## src/rtl/cpu_pkg.sv

```systemverilog
// Shared CPU definitions: opcodes, controller states, control-word field
// positions, ALU function-select codes and the fixed FETCH/NOP words.
package cpu_pkg;

    localparam int unsigned CW_BITS = 22;

    // Control-word bit positions (single bits) and field LSBs (3-bit fields)
    localparam int unsigned CW_SL     = 21;
    localparam int unsigned CW_IL     = 20;
    localparam int unsigned CW_PCL    = 19;
    localparam int unsigned CW_MR     = 18;
    localparam int unsigned CW_MW     = 17;
    localparam int unsigned CW_BSEL   = 16;
    localparam int unsigned CW_ASEL   = 15;
    localparam int unsigned CW_EN_ALU = 14;
    localparam int unsigned CW_CI     = 13;
    localparam int unsigned CW_FS     = 10;
    localparam int unsigned CW_WR     = 9;
    localparam int unsigned CW_SB     = 6;
    localparam int unsigned CW_SA     = 3;
    localparam int unsigned CW_DA     = 0;

    // Opcodes, I[15:12]
    localparam logic [3:0] OP_AND  = 4'h0;
    localparam logic [3:0] OP_OR   = 4'h1;
    localparam logic [3:0] OP_ADD  = 4'h2;
    localparam logic [3:0] OP_SUB  = 4'h3;
    localparam logic [3:0] OP_SL   = 4'h4;
    localparam logic [3:0] OP_SR   = 4'h5;
    localparam logic [3:0] OP_XOR  = 4'h6;
    localparam logic [3:0] OP_MOVI = 4'h7;
    localparam logic [3:0] OP_LD   = 4'h8;
    localparam logic [3:0] OP_ST   = 4'h9;
    localparam logic [3:0] OP_B    = 4'hA;
    localparam logic [3:0] OP_BR   = 4'hB;
    localparam logic [3:0] OP_BZ   = 4'hC;
    localparam logic [3:0] OP_PCST = 4'hD;
    localparam logic [3:0] OP_NOP  = 4'hE;
    localparam logic [3:0] OP_HLT  = 4'hF;

    // ALU function-select codes
    localparam logic [2:0] FS_AND = 3'b000;
    localparam logic [2:0] FS_OR  = 3'b001;
    localparam logic [2:0] FS_ADD = 3'b010;
    localparam logic [2:0] FS_SUB = 3'b011;
    localparam logic [2:0] FS_SL  = 3'b100;
    localparam logic [2:0] FS_SR  = 3'b101;
    localparam logic [2:0] FS_XOR = 3'b110;

    localparam logic [2:0] REG_ZERO_SEL = 3'b111;

    localparam logic [CW_BITS-1:0] CW_FETCH = 22'h18E9C0;
    localparam logic [CW_BITS-1:0] CW_NOP   = '0;

    typedef enum logic [2:0] {
        S_RESET,
        S_FETCH,
        S_EXEC,
        S_EXEC2,
        S_HALT
    } state_t;

    function automatic logic [3:0] op_of(input logic [15:0] instr);
        return instr[15:12];
    endfunction

endpackage

```

## src/rtl/cw_decode.sv

```systemverilog
// Combinational decoder: controller state + instruction + flags -> control word and immediate.
import cpu_pkg::*;

module cw_decode (
    input  state_t                state,
    input  logic [15:0]           I,
    input  logic [3:0]            alu_status,
    output logic [CW_BITS-1:0]    control_word,
    output logic [7:0]            K
);

    logic [3:0] op;
    logic [2:0] r_fld;
    logic [7:0] imm;
    logic       z_flag;
    logic       unused_flags;

    assign op           = op_of(I);
    assign r_fld        = I[10:8];
    assign imm          = I[7:0];
    assign z_flag       = alu_status[0];
    assign unused_flags = ^alu_status[3:1];

    // Build the word for the current state; every field defaults to zero
    always_comb begin
        control_word = CW_NOP;
        K            = '0;
        unique case (state)
            S_FETCH: control_word = CW_FETCH;
            S_EXEC: begin
                unique case (op)
                    OP_AND, OP_OR, OP_ADD, OP_SUB, OP_SL, OP_SR, OP_XOR: begin
                        // Register ALU ops: FS code equals the low opcode bits
                        control_word[CW_SL]       = I[11];
                        control_word[CW_EN_ALU]   = 1'b1;
                        control_word[CW_CI]       = (op == OP_SUB);
                        control_word[CW_FS +: 3]  = op[2:0];
                        control_word[CW_WR]       = 1'b1;
                        control_word[CW_SB +: 3]  = I[4:2];
                        control_word[CW_SA +: 3]  = I[7:5];
                        control_word[CW_DA +: 3]  = I[10:8];
                    end
                    OP_MOVI: begin
                        control_word[CW_BSEL]     = 1'b1;
                        control_word[CW_EN_ALU]   = 1'b1;
                        control_word[CW_FS +: 3]  = FS_OR;
                        control_word[CW_WR]       = 1'b1;
                        control_word[CW_SA +: 3]  = REG_ZERO_SEL;
                        control_word[CW_DA +: 3]  = r_fld;
                        K                         = imm;
                    end
                    OP_LD: begin
                        control_word[CW_MR]       = 1'b1;
                        control_word[CW_DA +: 3]  = r_fld;
                        K                         = imm;
                    end
                    OP_ST: begin
                        control_word[CW_MW]       = 1'b1;
                        control_word[CW_EN_ALU]   = 1'b1;
                        control_word[CW_FS +: 3]  = FS_OR;
                        control_word[CW_SB +: 3]  = REG_ZERO_SEL;
                        control_word[CW_SA +: 3]  = r_fld;
                        K                         = imm;
                    end
                    OP_B, OP_BZ: begin
                        // BZ not taken leaves the all-zero word and K=0
                        if (op == OP_B || z_flag) begin
                            control_word[CW_PCL]      = 1'b1;
                            control_word[CW_BSEL]     = 1'b1;
                            control_word[CW_ASEL]     = 1'b1;
                            control_word[CW_EN_ALU]   = 1'b1;
                            control_word[CW_CI]       = 1'b1;
                            control_word[CW_FS +: 3]  = FS_ADD;
                            K                         = imm;
                        end
                    end
                    OP_BR: begin
                        control_word[CW_PCL]      = 1'b1;
                        control_word[CW_EN_ALU]   = 1'b1;
                        control_word[CW_FS +: 3]  = FS_OR;
                        control_word[CW_SB +: 3]  = REG_ZERO_SEL;
                        control_word[CW_SA +: 3]  = r_fld;
                    end
                    OP_PCST: begin
                        control_word[CW_ASEL]     = 1'b1;
                        control_word[CW_EN_ALU]   = 1'b1;
                        control_word[CW_CI]       = 1'b1;
                        control_word[CW_FS +: 3]  = FS_ADD;
                        control_word[CW_WR]       = 1'b1;
                        control_word[CW_SB +: 3]  = REG_ZERO_SEL;
                        control_word[CW_DA +: 3]  = r_fld;
                    end
                    default: ; // NOP, HLT: all-zero word
                endcase
            end
            S_EXEC2: begin
                control_word[CW_MR]       = 1'b1;
                control_word[CW_WR]       = 1'b1;
                control_word[CW_DA +: 3]  = r_fld;
                K                         = imm;
            end
            default: ; // RESET, HALT: all-zero word
        endcase
    end

endmodule

```

## src/rtl/control_unit.sv

```systemverilog
// Multi-cycle instruction controller: FETCH/EXEC(/EXEC2) sequencing, halt,
// and a wrapping retired-instruction counter.
import cpu_pkg::*;

module control_unit #(
    parameter int unsigned CW_W  = 22,
    parameter int unsigned CNT_W = 16
) (
    input  logic              clk,
    input  logic              rst,
    input  logic [15:0]       I,
    input  logic [3:0]        alu_status,
    output logic [CW_W-1:0]   control_word,
    output logic [7:0]        K,
    output logic              halted,
    output logic [CNT_W-1:0]  retired
);

    state_t     state;
    logic [3:0] op;

    assign op     = op_of(I);
    assign halted = (state == S_HALT);

    cw_decode u_cw_decode (
        .state        (state),
        .I            (I),
        .alu_status   (alu_status),
        .control_word (control_word),
        .K            (K)
    );

    // Sequence the instruction phases and count retirements on the leaving edge
    always_ff @(posedge clk or negedge rst) begin
        if (!rst) begin
            state   <= S_RESET;
            retired <= '0;
        end else begin
            unique case (state)
                S_RESET: state <= S_FETCH;
                S_FETCH: state <= S_EXEC;
                S_EXEC: begin
                    if (op == OP_LD) begin
                        state <= S_EXEC2;
                    end else begin
                        retired <= retired + CNT_W'(1);
                        state   <= (op == OP_HLT) ? S_HALT : S_FETCH;
                    end
                end
                S_EXEC2: begin
                    retired <= retired + CNT_W'(1);
                    state   <= S_FETCH;
                end
                S_HALT:  state <= S_HALT;
                default: state <= S_RESET;
            endcase
        end
    end

endmodule
```

## config.mk

```make
export PLATFORM = sky130hd
export DESIGN_NAME = control_unit
export DESIGN_NICKNAME = d
export VERILOG_FILES = /design/src/rtl/cpu_pkg.sv /design/src/rtl/cw_decode.sv /design/src/rtl/control_unit.sv
export SDC_FILE = /design/constraint.sdc
export NUM_CORES = 1
export LEC_CHECK = 0
export ABC_AREA = 1
export CAP_MARGIN = 20
export CORE_MARGIN = 2
export CORE_UTILIZATION = 39
export CTS_BUF_LIST = sky130_fd_sc_hd__clkbuf_4 sky130_fd_sc_hd__clkbuf_8 sky130_fd_sc_hd__clkbuf_16
export CTS_CLUSTER_SIZE = 30
export DETAILED_ROUTE_END_ITERATION = 7
export PLACE_DENSITY = 0.84
export SETUP_SLACK_MARGIN = 0.1
export SYNTH_ARGS = -nofsm -noshare
export SYNTH_HDL_FRONTEND = slang
export SYNTH_HIERARCHICAL = 1
export SYNTH_SLANG_ARGS = --single-unit
```

## constraint.sdc

```tcl
create_clock -name clk -period 1.47 [get_ports clk]
set_clock_uncertainty 0.2 [all_clocks]
set_input_delay 0.294 -clock clk [delete_from_list [all_inputs] [get_ports clk]]
set_output_delay 0.294 -clock clk [all_outputs]
set_load 0.1 [all_outputs]
```

==> results.json, run 1 <==
{
  "rows": 23,
  "cts_setup_buffers": 16,
  "syn_inst": 260,
  "synth_common_cells": "82 x nand2_1, 38 x inv_1, 27 x nor2_1",
  "placement.io_buffers": 65,
  "status": "aborted with a tool error",
  "synthArstFlopShare_pct": 100,
  "ys_seq_elements": 19,
  "synth_seq_area_share_pct": 28.6,
  "htree_num_levels": 1,
  "dp_hpwl_um": 6020,
  "synth.most_common_cell": "nand2_1",
  "io_pins": 69,
  "postCtsHoldBufs": 0,
  "stop_stage": "clock tree synthesis",
  "synthesis.area_um2": 1660,
  "synth_edf_count": 0,
  "ctsResizeCount": 81,
  "die_w_um": 69.3,
  "yosysWarnings": 6,
  "die_height_um": 69.3,
  "cts_buffer_depth": 2,
  "syn-num-nets": 283,
  "cts_buffers": 3,
  "initial_core_util_pct": 40.9,
  "cts-root-buf": "clkbuf_8",
  "cts.sinks": 19,
  "stop_error": "[ERROR DPL-0038] Utilization greater than 100%, impossible to legalize",
  "syn_avg_cell_area_um2": 6.39,
  "synth_cell_types": 30,
  "synth_top_area_share_pct": 28.6,
  "synth_top_cell_by_area": "dfrtp_1",
  "synthTopCellsByArea": "dfrtp_1 29%, nand2_1 19%, inv_1 8.6%",
  "synth_flop_cell": "dfrtp_1",
  "gp_congestion": 0.903
}
per-stage QoR:
stage / util (%) / std cells / setup WS [ps] / cell area, um2 / TNS, ps
global placement: 89.5 / 415 / -849 / 3630 / -31110
floorplan: - / 260 / -1240 / 2160 / -22600
detailed placement: 89.5 / 415 / -965 / 3630 / -35780
kinds of logic after synthesis:
| family | Yosys count | share of synthesized area, % |
|---|---|---|
| AOI/OAI and AO/OA | 28 | 9.41 |
| xor gates and xnor gates | 4 | 2.11 |
| adders and majority gates | 1 | 0.753 |
| buffers and inverters | 48 | 12.7 |
| DFF | 19 | 28.6 |
| and+or+nand+nor | 160 | 46.5 |
==> inputs of run 2 (changes only) <==
--- a/config.mk
+++ b/config.mk
@@ -8,12 +8,9 @@
 export ABC_AREA = 1
 export CAP_MARGIN = 20
 export CORE_MARGIN = 2
-export CORE_UTILIZATION = 39
-export CTS_BUF_LIST = sky130_fd_sc_hd__clkbuf_4 sky130_fd_sc_hd__clkbuf_8 sky130_fd_sc_hd__clkbuf_16
-export CTS_CLUSTER_SIZE = 30
+export CORE_UTILIZATION = 35
 export DETAILED_ROUTE_END_ITERATION = 7
-export PLACE_DENSITY = 0.84
-export SETUP_SLACK_MARGIN = 0.1
+export PLACE_DENSITY_LB_ADDON = 0.15
 export SYNTH_ARGS = -nofsm -noshare
 export SYNTH_HDL_FRONTEND = slang
 export SYNTH_HIERARCHICAL = 1
==> constraint.sdc (replaced) <==
create_clock -name clk -period 1.9 [get_ports clk]
set_clock_uncertainty 0.2 [all_clocks]
set_input_delay 0.38 -clock clk [delete_from_list [all_inputs] [get_ports clk]]
set_output_delay 0.38 -clock clk [all_outputs]
set_load 0.1 [all_outputs]
==> run 2 against run 1 <==
Net effect: the flow now finishes, with violations (setup timing); area after synthesis unchanged; synthesized cell count unchanged.
==> results.json, run 2 <==
{
  "status": "finished with violations",
  "violations": "setup timing",
  "timing_hold_violations_final": 0,
  "cts-root-buf": "clkbuf_8",
  "synthTopCellsByArea": "dfrtp_1 29%, nand2_1 19%, inv_1 8.6%",
  "synthesis.area_um2": 1660,
  "die_height_um": 72.9,
  "maxSlewHeadroom_pct": 76.2,
  "dp_hpwl_um": 4390,
  "grt_pass1_vias": 2108,
  "die_w_um": 72.9,
  "diodes": 0,
  "cts.sinks": 19,
  "cts_buffer_depth": 2,
  "path_class": "reg2out",
  "fin_setup_tns_ps": -7110,
  "p_per_area_nw_per_um2": 241,
  "synth_cell_types": 30,
  "synth_top_cell_by_area": "dfrtp_1",
  "clk_pin_slew_ps": 70,
  "critPathLaunchType": "register",
  "placement.io_buffers": 65,
  "p_sw_mw": 0.240,
  "cp.required_ps": 1320,
  "ant_nets": 0,
  "synthArstFlopShare_pct": 100,
  "grt_max_degree": 20,
  "clock.fmax_mhz": 452,
  "synth_common_cells": "82 x nand2_1, 38 x inv_1, 27 x nor2_1",
  "regMostFlops": "retired",
  "swShare_pct": 27.3,
  "seq_area_um2": 489,
  "power_frac_seq_pct": 45.9,
  "cp_max_fo": 4,
  "cts_tree": "built",
  "synth_top_area_share_pct": 28.6,
  "synth_seq_area_share_pct": 28.6,
  "postCtsHoldBufs": 0,
  "worstRegToRegCells": 10,
  "syn_inst": 260,
  "final_common_cell": "nand2_1",
  "drv_slew": 0,
  "period_share_pct": 117,
  "hold_class": "in2async",
  "gp_congestion": 0.870,
  "r2r_slack_ps": 210,
  "wl_per_cell_um": 13.9,
  "fillers": 305,
  "drc": 0,
  "yosysWarnings": 6,
  "initial_core_util_pct": 35.7,
  "largestRegisters": "retired x16, state x3",
  "clkPwrFrac_pct": 32.7,
  "vdd_drop_max_mv": 0.316,
  "grt_pass1_wl_um": 9670,
  "ys_seq_elements": 19,
  "clk_latency_ps": 260,
  "drive_gt1_share_pct": 50.5,
  "io_pins": 69,
  "setup_viol_count_final": 30,
  "multi_input_area_um2": 1360,
  "synth_edf_count": 0,
  "die-area_um2": 5310,
  "arrival_ps": 1630,
  "antenna_found_initial": 0,
  "rsz0062_at_grt": "yes",
  "maxCapViolCount": 0,
  "final_cell_mix": "65 x nand2_1, 49 x buf_12, 29 x buf_4",
  "cts_buffers": 3,
  "r2r-start": "state[0]$_DFF_PN0_",
  "layout.nets": 392,
  "grt-ovfl-total": 0,
  "synth_flop_cell": "dfrtp_1",
  "cp-end-kind": "output pin",
  "grt_use_total_pct": 22.8,
  "routed_via_density": 4.92,
  "power_leakage_nw": 1.60,
  "finalCriticalPeriod_ps": 2210,
  "tightestPinTransition_ps": 356,
  "syn-num-nets": 283,
  "syn2layout_area_growth_pct": 119,
  "rows": 25,
  "p_int_mw": 0.639,
  "drt_iter0_markers": 63,
  "vias": 2075,
  "synth.most_common_cell": "nand2_1",
  "dr.pass1.iters": 4,
  "wl_um": 5850,
  "syn_avg_cell_area_um2": 6.39,
  "r2r_end": "retired[13]$_DFFE_PN0P_",
  "combPwrFrac_pct": 21.4,
  "fin_ws_ps": -314,
  "htree_num_levels": 1,
  "largest_reg_flops": 16,
  "fin_util_pct": 78.2,
  "core-area_um2": 4660
}
run 2: cell counts after synthesis:
No cell type changed its count.
run 2: timing repair:
action | in CTS | in global routing
pin swaps | 28 | 8
endpoints found under the setup margin | 31 | 31
setup buffers | 7 | 3
endpoints found under the hold margin | 0 | 0
cloned | 1 | 0
resized for setup | 48 | 7
run 2: final cells by class:
cell class | count | share of cell area (%)
clock buffers | 4 | 1.24
inverters | 44 | 5.59
multi-input cells | 194 | 37.3
flip-flops and latches | 19 | 13.4
well taps | 54 | 1.85
repair buffers | 107 | 40.6
run 2: worst max path at each step:
stage	start	to	cells after the start
3_3_place_gp	I[14]	K[6]	7
6_report	state[1]$_DFF_PN0_	control_word[19]	7
5_1_grt	state[2]$_DFF_PN0_	control_word[0]	8
3_5_place_dp	I[14]	K[5]	7
2_1_floorplan	state[0]$_DFF_PN0_	control_word[19]	6
4_1_cts	state[1]$_DFF_PN0_	control_word[6]	7
run 2: per-stage QoR:
step	power, mW	hold WS [ps]	setup slack (ps)	cell area [um2]	cells
after floorplan	0.486	-116	-894	2020	260
after global placement	0.583	329	-607	3430	410
after detailed placement	0.587	336	-624	3430	410
after CTS	0.876	263	-280	3610	421
after global routing	0.909	295	-353	3650	422
final	0.880	245	-314	3650	422
run 2: power groups by stage:
stage               logic, mW  registers (mW)  clock network (mW)
floorplan              0.0742           0.412                   0
global placement        0.171           0.412                   0
detailed placement      0.175           0.412                   0
CTS                     0.185           0.404               0.287
global route            0.201           0.404               0.304
finish                  0.188           0.404               0.288
run 2: per-layer routing:
metal,track usage (%),vias to the layer above,share of wire [%]
met2,43.0,64,55
met5,0,-,0
met1,26.9,961,39
met4,8.02,0,2.2
li1,-,1037,-
met3,1.80,13,3.8
run 2: kinds of logic after synthesis:
logic type / count (synthesis) / share of synthesized area [%]
AO/OA/AOI/OAI: 28 / 9.41
XOR/XNOR: 4 / 2.11
adder cells (fa/ha/maj): 1 / 0.753
buffers and inverters: 48 / 12.7
flip-flops: 19 / 28.6
AND/OR/NAND/NOR: 160 / 46.5
run 2: critical path, stage by stage, from the launching register on:
cell     delay [ps]
dfrtp_2         430
buf_6           120
nor3_4          230
inv_2           110
nand2_2          90
inv_4            70
a21oi_4         130
buf_12          190
No activity file was read; power rests on OpenSTA's default activity.
==> inputs of run 3 (changes only) <==
--- a/config.mk
+++ b/config.mk
@@ -6,6 +6,7 @@
 export NUM_CORES = 1
 export LEC_CHECK = 0
 export ABC_AREA = 1
+export ABC_CLOCK_PERIOD_IN_PS = 1900
 export CAP_MARGIN = 20
 export CORE_MARGIN = 2
 export CORE_UTILIZATION = 35
==> results of run 3 <==
No change in the layout: final DEF, timing and power equal those of run 2.
